File: src/rtl/sprite_pop_pkg.sv
// Shared types and constants for the pop-cat sheet sequencer.
package sprite_pop_pkg;

  // Sheet-select sequencing states.
  typedef enum logic [1:0] {
    IDLE  = 2'd0,
    ARMED = 2'd1,
    POP   = 2'd2
  } pop_state_t;

  // Hold counter is wide enough for any legal HOLD_FRAMES (1..255).
  localparam int HOLD_W = $clog2(256);

endpackage

File: src/rtl/sprite_pop_controller_if.sv
// Board-side bundle of the pop controller: button and frame strobe in,
// sheet select, pop strobe and score count out.
interface sprite_pop_controller_if #(
  parameter int COUNT_WIDTH = 16
);
  logic                   btn_in;
  logic                   new_frame_in;
  logic                   pop_out;
  logic                   pop_pulse_out;
  logic [COUNT_WIDTH-1:0] pop_count_out;

  // Board / frame-timing side.
  modport master (
    output btn_in,
    output new_frame_in,
    input  pop_out,
    input  pop_pulse_out,
    input  pop_count_out
  );

  // Controller side.
  modport slave (
    input  btn_in,
    input  new_frame_in,
    output pop_out,
    output pop_pulse_out,
    output pop_count_out
  );
endinterface

File: src/rtl/sprite_pop_controller_debouncer.sv
// Pushbutton conditioner: synchronizes the raw button, filters bounce and
// reports the debounced level plus a one-cycle pulse on each press.
module button_debouncer #(
  parameter int DEBOUNCE_CYCLES = 74250
) (
  input  logic clk,
  input  logic rst,
  input  logic btn_raw,
  output logic level,
  output logic rise
);

  localparam int CNT_W = $clog2(DEBOUNCE_CYCLES + 1);
  localparam logic [CNT_W-1:0] CNT_LAST = CNT_W'(DEBOUNCE_CYCLES - 1);

  logic             synced;
  logic [CNT_W-1:0] cnt_reg;
  logic             level_reg;
  logic             rise_reg;

  synchronizer #(
    .DEPTH(2),
    .WIDTH(1)
  ) u_sync (
    .clk(clk),
    .rst(rst),
    .d  (btn_raw),
    .q  (synced)
  );

  // Count consecutive cycles of disagreement; flip the level once it lasts.
  always_ff @(posedge clk or posedge rst) begin
    if (rst) begin
      cnt_reg   <= '0;
      level_reg <= 1'b0;
      rise_reg  <= 1'b0;
    end else begin
      rise_reg <= 1'b0;
      if (synced == level_reg) begin
        cnt_reg <= '0;
      end else if (cnt_reg == CNT_LAST) begin
        cnt_reg   <= '0;
        level_reg <= synced;
        rise_reg  <= synced;
      end else begin
        cnt_reg <= cnt_reg + CNT_W'(1);
      end
    end
  end

  assign level = level_reg;
  assign rise  = rise_reg;

endmodule

File: src/rtl/synchronizer.sv
// Multi-stage flop synchronizer for bringing asynchronous levels into clk.
module synchronizer #(
  parameter int DEPTH = 2,
  parameter int WIDTH = 1
) (
  input  logic             clk,
  input  logic             rst,
  input  logic [WIDTH-1:0] d,
  output logic [WIDTH-1:0] q
);

  logic [DEPTH-1:0][WIDTH-1:0] stage_reg;

  // Shift the sampled value through the stage chain.
  always_ff @(posedge clk or posedge rst) begin
    if (rst) begin
      stage_reg <= '0;
    end else begin
      stage_reg[0] <= d;
      for (int i = 1; i < DEPTH; i++) begin
        stage_reg[i] <= stage_reg[i-1];
      end
    end
  end

  assign q = stage_reg[DEPTH-1];

endmodule

File: src/rtl/sprite_pop_controller.sv
// Drives the sprite renderer's sheet select from the pushbutton. Sheet
// changes only take effect right after a frame strobe, the popped sheet is
// held for a minimum number of frames, and pops are counted for the score.
module sprite_pop_controller
  import sprite_pop_pkg::*;
#(
  parameter int DEBOUNCE_CYCLES = 74250,
  parameter int HOLD_FRAMES     = 6,
  parameter int COUNT_WIDTH     = 16
) (
  input  logic                    pixel_clk_in,
  input  logic                    rst_in,
  sprite_pop_controller_if.slave  bus
);

  localparam logic [HOLD_W-1:0] HOLD_LOAD = HOLD_W'(HOLD_FRAMES);
  localparam logic [HOLD_W-1:0] HOLD_ONE  = HOLD_W'(1);

  logic                   level;
  logic                   press;
  pop_state_t             state_reg;
  pop_state_t             state_next;
  logic [HOLD_W-1:0]      hold_reg;
  logic [HOLD_W-1:0]      hold_next;
  logic                   pending_reg;
  logic                   pending_next;
  logic                   consume;
  logic                   pop_reg;
  logic                   pulse_reg;
  logic [COUNT_WIDTH-1:0] count_reg;

  button_debouncer #(
    .DEBOUNCE_CYCLES(DEBOUNCE_CYCLES)
  ) u_debouncer (
    .clk    (pixel_clk_in),
    .rst    (rst_in),
    .btn_raw(bus.btn_in),
    .level  (level),
    .rise   (press)
  );

  // Next-state logic; every sheet change is gated by the frame strobe.
  always_comb begin
    state_next = state_reg;
    hold_next  = hold_reg;
    consume    = 1'b0;
    case (state_reg)
      IDLE: begin
        if (pending_reg) begin
          state_next = ARMED;
        end
      end
      ARMED: begin
        if (bus.new_frame_in) begin
          state_next = POP;
          hold_next  = HOLD_LOAD;
          consume    = 1'b1;
        end
      end
      POP: begin
        if (bus.new_frame_in) begin
          if (pending_reg) begin
            hold_next = HOLD_LOAD;
            consume   = 1'b1;
          end else if (hold_reg > HOLD_ONE) begin
            hold_next = hold_reg - HOLD_ONE;
          end else if (level) begin
            // A held button keeps the cat popped one frame at a time.
            hold_next = HOLD_ONE;
          end else begin
            state_next = IDLE;
            hold_next  = '0;
          end
        end
      end
      default: begin
        state_next = IDLE;
        hold_next  = '0;
      end
    endcase
    // A press landing in the consuming cycle belongs to the next frame.
    pending_next = press | (pending_reg & ~consume);
  end

  // State, pending flag and registered outputs.
  always_ff @(posedge pixel_clk_in or posedge rst_in) begin
    if (rst_in) begin
      state_reg   <= IDLE;
      hold_reg    <= '0;
      pending_reg <= 1'b0;
      pop_reg     <= 1'b0;
      pulse_reg   <= 1'b0;
      count_reg   <= '0;
    end else begin
      state_reg   <= state_next;
      hold_reg    <= hold_next;
      pending_reg <= pending_next;
      pop_reg     <= (state_next == POP);
      pulse_reg   <= consume;
      if (consume) begin
        count_reg <= count_reg + COUNT_WIDTH'(1);
      end
    end
  end

  assign bus.pop_out       = pop_reg;
  assign bus.pop_pulse_out = pulse_reg;
  assign bus.pop_count_out = count_reg;

endmodule

File: src/flat_wrapper.sv
// flat-port wrapper written by rule: the top's interface ports become plain ports
module sprite_pop_controller_flat import sprite_pop_pkg::*;
#(
  parameter int DEBOUNCE_CYCLES = 74250,
  parameter int HOLD_FRAMES     = 6,
  parameter int COUNT_WIDTH     = 16
)
  (pixel_clk_in, rst_in, bus_btn_in, bus_new_frame_in, bus_pop_out, bus_pop_pulse_out, bus_pop_count_out);
  sprite_pop_controller_if #(.COUNT_WIDTH(COUNT_WIDTH)) bus_i ();
  input  logic pixel_clk_in;
  input  logic rst_in;
  input wire logic [$bits(bus_i.btn_in)-1:0] bus_btn_in;
  input wire logic [$bits(bus_i.new_frame_in)-1:0] bus_new_frame_in;
  output wire logic [$bits(bus_i.pop_out)-1:0] bus_pop_out;
  output wire logic [$bits(bus_i.pop_pulse_out)-1:0] bus_pop_pulse_out;
  output wire logic [$bits(bus_i.pop_count_out)-1:0] bus_pop_count_out;
  assign bus_i.btn_in = bus_btn_in;
  assign bus_i.new_frame_in = bus_new_frame_in;
  assign bus_pop_out = bus_i.pop_out;
  assign bus_pop_pulse_out = bus_i.pop_pulse_out;
  assign bus_pop_count_out = bus_i.pop_count_out;
  sprite_pop_controller #(.DEBOUNCE_CYCLES(DEBOUNCE_CYCLES), .HOLD_FRAMES(HOLD_FRAMES), .COUNT_WIDTH(COUNT_WIDTH)) u_core (.pixel_clk_in(pixel_clk_in), .rst_in(rst_in), .bus(bus_i));
endmodule
File: config.mk
export PLATFORM = sky130hd
export DESIGN_NAME = sprite_pop_controller_flat
export DESIGN_NICKNAME = d
export VERILOG_FILES = /design/src/rtl/sprite_pop_pkg.sv /design/src/rtl/sprite_pop_controller_if.sv /design/src/rtl/sprite_pop_controller_debouncer.sv /design/src/rtl/synchronizer.sv /design/src/rtl/sprite_pop_controller.sv /design/src/flat_wrapper.sv
export SDC_FILE = /design/constraint.sdc
export NUM_CORES = 1
export LEC_CHECK = 0
export CORE_MARGIN = 8
export CORE_UTILIZATION = 45
export CTS_BUF_LIST = sky130_fd_sc_hd__clkbuf_4 sky130_fd_sc_hd__clkbuf_8
export DETAILED_ROUTE_END_ITERATION = 8
export DONT_BUFFER_PORTS = 1
export REMOVE_ABC_BUFFERS = 1
export SYNTH_ARGS = -nofsm -noshare
export SYNTH_HDL_FRONTEND = slang
export SYNTH_SLANG_ARGS = --single-unit
File: constraint.sdc
create_clock -name pixel_clk_in -period 2.3 [get_ports pixel_clk_in]
set_clock_uncertainty 0.1 [all_clocks]
set_input_delay 0.23 -clock pixel_clk_in [delete_from_list [all_inputs] [get_ports pixel_clk_in]]
set_output_delay 0.23 -clock pixel_clk_in [all_outputs]
set_load 0.02 [all_outputs]
=== After elaboration in Yosys (flattened, before gate mapping) ===
Index checks and enable logic that the tools add are counted.

* Output and inout bits: 18
* Input port bits: 4
* Word-level logic and storage cells: 51
* Flip-flop bits (word level): 50

* Muxes and demuxes: 21
* Bitwise gates (word level): 5
* Order comparisons: 1
* Add/subtract/negate cells: 3
* Reduce and logical (&&, ||, !) cells: 3
* Equality and inequality tests: 7

{| class="wikitable"
|+ Operators by type and width
! kind !! number
|-
| 17-bit two-way mux || 2
|-
| 8-bit two-way mux || 4
|-
| 8-bit one-hot mux with 3 select lines || 1
|-
| 17-bit by 1-bit adder with 17-bit output, second input constant || 1
|-
| 17-bit == test, second input constant || 1
|-
| 16-bit by 1-bit adder with 16-bit output, second input constant || 1
|-
| 2-bit two-way mux || 6
|-
| 8-bit by 1-bit > comparator with 1-bit output, second input constant || 1
|-
| 8-bit by 1-bit subtractor with 8-bit output, second input constant || 1
|-
| 1-bit two-way mux || 6
|-
| 2-bit one-hot mux with 3 select lines || 1
|-
| 2-bit == test, second input constant || 2
|-
| 2-bit inequality test, second input constant || 2
|-
| 1-bit NOT || 3
|-
| 3-bit AND reduction || 1
|-
| 2-bit by 1-bit == test with 1-bit output, second input constant || 1
|-
| 2-bit zero test || 1
|-
| 1-bit one-hot mux with 2 select lines || 1
|-
| 2-bit AND reduction || 1
|-
| 1-bit AND || 1
|-
| 1-bit == test || 1
|-
| 1-bit OR || 1
|}

=== Logic depth before layout (Yosys ltp) ===
Gate-level depths: netlist of run 1.

* Depth after elaboration: 6
* Gate-level depth with buffers: 7
* Gate-level depth less buffers: 6

=== By module ===
A second synthesis of run 1 with hierarchy kept.

* Cell total of the unflattened synthesis: 243
* Area, all modules: 2623.8 µm²

{| class="wikitable"
|+ By module, submodules not included
! module !! cells each !! instances !! sequential area each (µm²) !! area each (µm²)
|-
| sprite_pop_controller || 146 || 1 || 725.7 || 1575.3
|-
| button_debouncer || 94 || 1 || 475.5 || 994.7
|-
| synchronizer || 3 || 1 || 50.0 || 53.8
|}

=== Least setup slack after synthesis of run 1 ===
Ideal clock, no wire load.

* Path kind: reg2reg
* From: register u_core.state_reg[0]
* To: register u_core.count_reg[15] (netlist: u_core.bus.pop_count_out[15])
* Path buffers: 0
* Cell stages (with the launch flop): 7
* Arrival: 1838 ps
* Setup time: 128 ps
* Required time: 2072 ps
* Period minus slack after synthesis: 2066 ps
* Path slack: 234 ps
* Path through: dfrtp_1 > inv_1 > ha_1 > nand2_1 > nor4_1 > nand4_1 > xnor2_1

* Cells in the longest elaborated chain, start to end: 2
* Elaborated cells on any way between the ends: 3
* Classes of those cells: 2 x eq/ne; 1 x mux

{| class="wikitable"
|+ RTL lines
! element !! line !! source
|-
| start, declared || sprite_pop_controller.sv:21 || <nowiki>pop_state_t state_reg;</nowiki>
|-
| start signal, assigned || sprite_pop_controller.sv:95 || <nowiki>state_reg <= state_next;</nowiki>
|-
| 2-bit == test / 2-bit by 1-bit == test with 1-bit output (equally long branches) || sprite_pop_controller.sv:47 || <nowiki>case (state_reg)</nowiki>
|-
| 1-bit one-hot mux with 2 select lines (*) || sprite_pop_controller.sv:47 ||
|-
| end signal, assigned || sprite_pop_controller.sv:101 || <nowiki>count_reg <= count_reg + COUNT_WIDTH'(1);</nowiki>
|-
| end, declared || sprite_pop_controller.sv:30 || <nowiki>logic [COUNT_WIDTH-1:0] count_reg;</nowiki>
|}

Every way passes the cells marked *; elsewhere a longest branch is shown, timed or not.
A chain may end at the register's enable or synchronous reset.

=== Worst setup path after layout of run 1 ===
* From: register u_core.hold_reg[3]
* To: register u_core.hold_reg[4]

* Cells in the longest elaborated chain, start to end: 5
* Elaborated cells on any way between the ends: 6
* Classes of those cells: 1 x add/sub; 1 x order compare; 4 x mux

{| class="wikitable"
|+ RTL lines
! element !! line !! source
|-
| start, declared || sprite_pop_controller.sv:23 || <nowiki>logic [HOLD_W-1:0] hold_reg;</nowiki>
|-
| start signal, assigned || sprite_pop_controller.sv:96 || <nowiki>hold_reg <= hold_next;</nowiki>
|-
| 8-bit by 1-bit subtractor with 8-bit output / 8-bit by 1-bit > comparator with 1-bit output (equally long branches) || sprite_pop_controller.sv:66, sprite_pop_controller.sv:65 ||
|-
| 8-bit two-way mux (*) || sprite_pop_controller.sv:65 || <nowiki>end else if (hold_reg > HOLD_ONE) begin</nowiki>
|-
| 8-bit two-way mux (*) || sprite_pop_controller.sv:62 || <nowiki>if (pending_reg) begin</nowiki>
|-
| 8-bit two-way mux (*) || sprite_pop_controller.sv:61 || <nowiki>if (bus.new_frame_in) begin</nowiki>
|-
| 8-bit one-hot mux with 3 select lines (*) || sprite_pop_controller.sv:47 ||
|}

Every way passes the cells marked *; elsewhere a longest branch is shown, timed or not. The select of a mux whose other input is x is not followed.

==> metrics.txt, run 1 <==
drt first pass iters=4; 1st-iter DRT viols=63; GP Congestion=0.822; ys flop type=dfrtp_1; Synth Cell Area=2450 sq um; pwr dens=946 nW/um^2; top-count cell post-synth=dfrtp_1; Synth-to-Final Area Change=10.9%; CTS Root Buffer Type=clkbuf_8; sequential area share after synthesis=51.0%; Filler cells=467; CTS Buffer Depth=2; initial core utilization=45.7%; FF-to-FF path depth=4; post_cts resized=0; FF-to-FF End=u_core.hold_reg[4]; Residual DRC=0; Final Hold Fails=0; Worst slew margin=62.1%; first-pass GRT wire length=8200 um; CTS Sinks=50; Die Width=89.8 um; Leakage=1.19 nW; fraction of layout cells with a size suffix above 1=10.1%; hold slack=0.0453 ns; R2R Path Start=u_core.hold_reg[3]; ANT nets after route=0; crit end category=register; vias per inst=5.24; initial antenna violation count=0; VDD IR max=0.422 mV; HP Start=bus_new_frame_in; worst hold path stage count=2; WP data arrival=2.18 ns; Sum Neg Setup Slack=0 ns; WHS Endpoint=u_core.state_reg[1]; Synth warnings=0; IO Count=22; WL final=4600 um; drt wl/cell=14.4 um; clk slew on worst S/H paths=0.09 ns; async set-reset flop share out of synthesis=100%; Final min period=2.10 ns; die area=8070 sq um; status=complete, no violations; cts bufs inserted=5; syn_area_per_cell=10.5 sq um; vias in the first global route=1673; CP Class=reg -> reg; Layout Nets=260; core area=5370 sq um; Antenna Diode Count=0; flop2flop setup slack=0.20 ns; Worst Path Required=2.38 ns; Setup crit start kind=register; Largest register FFs=17; Port Buffers=0; fmax=477 MHz; Vias=1677; CTS tree=built; Synth top cells by count=dfrtp_1, nor2_1, nand2_1, xnor2_1, xor2_1; Tcrit/Tclk final=91.2%; Final HPWL DP=3310 um; Post-synth EDFFs=0; Synth top area share=51.0%; Yosys cell types=44; # setup viols final=0; H-tree levels=2; total of max-cap violations=0; Worst-Margin Slew=0.567 ns; total gr overflow=0; RSZ-0062 raised after global routing=false; clk_lat worst skew=0.30 ns; die height=89.8 um; CP max FO=7; FF+latch count, synth=50; largest cells by area after synthesis=dfrtp_1, xnor2_1, xor2_1; Max Transition Viols Final=0; Rows=27; largest net degree at the start of global routing=28; Overall Global Routing Usage=12.2%; leading area contributor after synthesis=dfrtp_1; worst min path class=in -> reg; Gate Count Post-Synth=234
[kinds of logic (layout without fill, tap and decap cells)]
family	after synthesis	count (layout)	share of synthesized area [%]
compound gates	25	25	7.19
xor+xnor	33	33	11.8
fa+ha+maj	9	9	4.59
buf+inv	15	29	2.40
flops	50	50	51.0
mux	2	2	0.918
simple gates	100	100	22.1
[worst max-delay path, cell delays in order, from the launching register on]
cell     delay, ns
dfrtp_1       0.43
or4_4         0.56
or3_1         0.51
a31oi_2       0.30
nor2_1        0.09
[worst max path at each step]
stage / to / slack (ns) / depth (start not counted) / start
floorplan: u_core.bus.pop_count_out[15] / 0.23 / 6 / u_core.state_reg[0]
global placement: u_core.hold_reg[4] / 0.23 / 4 / u_core.hold_reg[3]
detailed placement: u_core.hold_reg[4] / 0.22 / 4 / u_core.hold_reg[3]
CTS: u_core.hold_reg[4] / 0.20 / 4 / u_core.hold_reg[3]
global route: u_core.bus.pop_count_out[8] / 0.11 / 7 / u_core.state_reg[0]
finish: u_core.hold_reg[4] / 0.20 / 4 / u_core.hold_reg[3]
[where the power goes]
group | switching, W | internal (W)
Sequential | 0.000190 | 0.000996
Combinational | 0.000432 | 0.000331
Clock | 0.000289 | 0.000337
[per-layer routing]
metal	track usage, %	part of all wire (%)
met1	15.0	47
met2	20.2	49
met3	2.91	2.4
met4	4.51	1.1
met5	0	0
[metrics by stage]
step | power (W) | util, % | cell area, sq um | instances | setup slack (ns)
2_1_floorplan | 0.00177 | - | 2440 | 230 | 0.234
3_3_place_gp | 0.00196 | 48.1 | 2590 | 310 | 0.231
3_5_place_dp | 0.00196 | 48.1 | 2590 | 310 | 0.217
4_1_cts | 0.00260 | 50.6 | 2720 | 320 | 0.201
5_1_grt | 0.00275 | 50.6 | 2720 | 320 | 0.113
6_report | 0.00257 | 50.6 | 2720 | 320 | 0.202
[repair_timing]
action | 4_1_cts | 5_1_grt
endpoints found under the hold margin | 26 | 0
buffers inserted | 0 | 0
hold buffers | 2 | 0
[layout make-up]
class | instances | area (sq um) | share of cell area [%]
Inverter | 11 | 41.3 | 1.52
Clock inverter | 2 | 37.5 | 1.38
Clock buffer | 6 | 76.3 | 2.81
Multi-Input combinational cell | 169 | 1140 | 42.0
Timing Repair Buffer | 10 | 80.1 | 2.94
Tap cell | 72 | 90.1 | 3.31
Sequential cell | 50 | 1250 | 46.0
[cell usage in the layout (no fill, tap or decap), types with 2 or more instances in the layout]
cell type,count
dfrtp_1,50
nor2_1,23
nand2_1,20
xnor2_1,19
xor2_1,14
nand3_1,11
inv_1,10
nand4_1,10
ha_1,9
buf_4,8
a21oi_1,7
nor4_1,5
nor4b_1,5
and4_1,5
clkbuf_8,5
nor2b_1,3
o22ai_1,3
nor3_1,3
and3_1,3
or3_1,2
a41oi_1,2
o21bai_1,2
mux2_2,2
a211oi_1,2
dlygate4sd3_1,2
Note: power is estimated with default switching activity, not from simulation.
==> run 2, diff against run 1 <==
--- a/config.mk
+++ b/config.mk
@@ -5,6 +5,7 @@
 export SDC_FILE = /design/constraint.sdc
 export NUM_CORES = 1
 export LEC_CHECK = 0
+export ABC_AREA = 1
 export CORE_MARGIN = 8
 export CORE_UTILIZATION = 45
 export CTS_BUF_LIST = sky130_fd_sc_hd__clkbuf_4 sky130_fd_sc_hd__clkbuf_8
==> metrics.txt, run 2 <==
status=complete, no violations; hold slack=0.0701 ns (+0.0248 ns); Die Width=94.1 um (+4.7%); Gate Count Post-Synth=341 (+46%); leading cell type in the layout, fill and taps excluded=nand2_1; Final Hold Fails=0 (unchanged); Worst-Margin Slew=0.391 ns (-0.176 ns); Rows=28 (+3.7%); Synth warnings=0 (unchanged); Residual DRC=0 (unchanged); core area=5920 sq um (+10%); post-route cell area=2980 sq um (+9.4%); VDD IR max=0.398 mV (-5.8%); initial core utilization=46.3% (+0.62 points); Layout Nets=366 (+41%); CP Class=reg -> reg; most frequent CP cell=nand2_1; FF-to-FF End=u_core.bus.pop_count_out[14]; vias in the first global route=1996 (+19%); dpl cells=419 (+35%); drt first pass iters=4 (unchanged); sequence of cells on the critical path=inv_1, ha_1, a21oi_1, inv_2, nand2_4, nor3_4, nand3_1, nand2_1, nand2_1; ANT nets after route=0 (unchanged); Final HPWL DP=4140 um (+25%); ys flop type=dfrtp_1; HP Start=bus_new_frame_in; total gr overflow=0 (unchanged); 1st-iter DRT viols=73 (+16%); WL final=5350 um (+16%); post_cts resized=0 (unchanged); syn_area_per_cell=8.04 sq um (-23%); Port Buffers=0 (unchanged); Synth-to-Final Area Change=8.58%; crit end category=register; leading area contributor after synthesis=dfrtp_1; Synth top cells by count=nand2_1, nor2_1, dfrtp_1, inv_1, nand3_1; worst min path class=in -> reg; IO Count=22 (unchanged); Setup crit start kind=register; Post-DP Area=2860 sq um (+10%); GP Congestion=0.851 (+3.5%); Leakage=1.40 nW (+17%); Vias=2098 (+25%); WHS Endpoint=u_core.hold_reg[7]; async set-reset flop share out of synthesis=100% (unchanged); H-tree levels=2 (unchanged); CTS tree=built; flop2flop setup slack=0.47 ns (+0.27 ns); top-count cell post-synth=nand2_1; RSZ-0062 raised after global routing=false; clk slew on worst S/H paths=0.10 ns (about the same); initial antenna violation count=0 (unchanged); # setup viols final=0 (unchanged); drt wl/cell=12.5 um (-13%); Overall Global Routing Usage=13.2% (+0.97 points); FF-to-FF path depth=9 (+5); hold_buf cts=2 (unchanged); Post-synth EDFFs=0 (unchanged); Antenna Diode Count=0 (unchanged); CP max FO=9 (+2); die height=94.1 um (+4.7%); fraction of layout cells with a size suffix above 1=9.89% (-0.19 points); CTS Sinks=50 (unchanged); CTS Root Buffer Type=clkbuf_8; post-route insts no fill=429 (+34%); R2R Path Start=u_core.state_reg[0]; CTS Buffer Depth=2 (unchanged); total of max-cap violations=0 (unchanged); fmax=547 MHz (+15%); Sum Neg Setup Slack=0 ns (unchanged); largest cells by area after synthesis=dfrtp_1, nand2_1, nor2_1; Filler cells=554 (+19%); FF+latch count, synth=50 (unchanged); Yosys cell types=28 (-36%); Post-CTS Setup Bufs=0 (unchanged); Max Transition Viols Final=0 (unchanged); Final min period=1.83 ns (-0.270 ns); Largest register FFs=17 (unchanged); cts bufs inserted=5 (unchanged); Synth top area share=45.6% (-5.4 points); sequential area share after synthesis=45.6% (-5.4 points); WP data arrival=1.93 ns (-0.25 ns); vias per inst=4.89 (-6.7%); Tcrit/Tclk final=79.5% (-12 points); pwr dens=813 nW/um^2 (-14%); Worst slew margin=73.8% (+12 points); most frequent cells in the layout=nand2_1, nor2_1, dfrtp_1; worst hold path stage count=3 (+1); first-pass GRT wire length=9380 um (+14%); largest net degree at the start of global routing=22 (-21%); Critical Path Max Stage Delay=0.43 ns (-0.13 ns); Synth Cell Area=2740 sq um (+12%); Worst Path Required=2.40 ns (+0.02 ns); clk_lat worst skew=0.31 ns (about the same); die area=8850 sq um (+9.6%); slowest cell on the critical path=dfrtp_1
==> run 2: metrics by stage <==
step | total power, W | worst slack (ns) | utilization, %
6_report | 0.00242 | 0.473 | 50.3
5_1_grt | 0.00260 | 0.301 | 50.3
4_1_cts | 0.00245 | 0.477 | 50.3
3_5_place_dp | 0.00188 | 0.509 | 48.3
3_3_place_gp | 0.00188 | 0.567 | 48.3
2_1_floorplan | 0.00173 | 0.691 | -
==> run 2: final cells by class <==
type | count | area [sq um] | area share [%]
multi-input combinational | 241 | 1300 | 43.8
inverter | 50 | 188 | 6.31
timing repair buffer | 5 | 42.5 | 1.43
sequential | 50 | 1250 | 42.0
tap | 75 | 93.8 | 3.15
clock inverter | 2 | 16.3 | 0.546
clock buffer | 6 | 82.6 | 2.77
==> run 2: critical path, delay by kind of cell (launching register included) <==
family / cells / cell delay (ns)
and+or+nand+nor: 5 / 0.64
DFF: 1 / 0.43
adders and majority gates: 1 / 0.25
buffers and inverters: 2 / 0.19
AOI/OAI and AO/OA: 1 / 0.12
==> run 2: worst max path at each step <==
stage | startpoint | end | slack, ns | cells past startpoint
6_report | u_core.state_reg[0] | u_core.bus.pop_count_out[14] | 0.47 | 9
5_1_grt | u_core.state_reg[0] | u_core.bus.pop_count_out[14] | 0.30 | 9
4_1_cts | u_core.state_reg[0] | u_core.bus.pop_count_out[14] | 0.48 | 9
3_5_place_dp | u_core.state_reg[0] | u_core.bus.pop_count_out[14] | 0.51 | 9
3_3_place_gp | u_core.state_reg[0] | u_core.bus.pop_count_out[10] | 0.57 | 9
2_1_floorplan | u_core.state_reg[0] | u_core.bus.pop_count_out[10] | 0.69 | 9
==> run 2: routing by layer <==
| layer | up-vias | track usage [%] | share of wire [%] |
|---|---|---|---|
| met5 | - | 0 | 0 |
| li1 | 1101 | - | - |
| met2 | 29 | 21.2 | 47 |
| met3 | 7 | 3.52 | 3.8 |
| met1 | 961 | 16.8 | 48 |
| met4 | 0 | 3.70 | 0.95 |
==> run 2: cell families after synthesis <==
group	after synthesis	synth area share, %
DFF	50	45.6
and+or+nand+nor	191	32.5
xor gates and xnor gates	20	6.66
adders and majority gates	9	4.11
AOI/OAI and AO/OA	21	4.29
buffers and inverters	50	6.85
==> run 2: power by group <==
| part | internal, W | switching (W) |
|---|---|---|
| Combinational | 0.000272 | 0.000440 |
| Sequential | 0.000986 | 0.000167 |
| Clock | 0.000248 | 0.000306 |
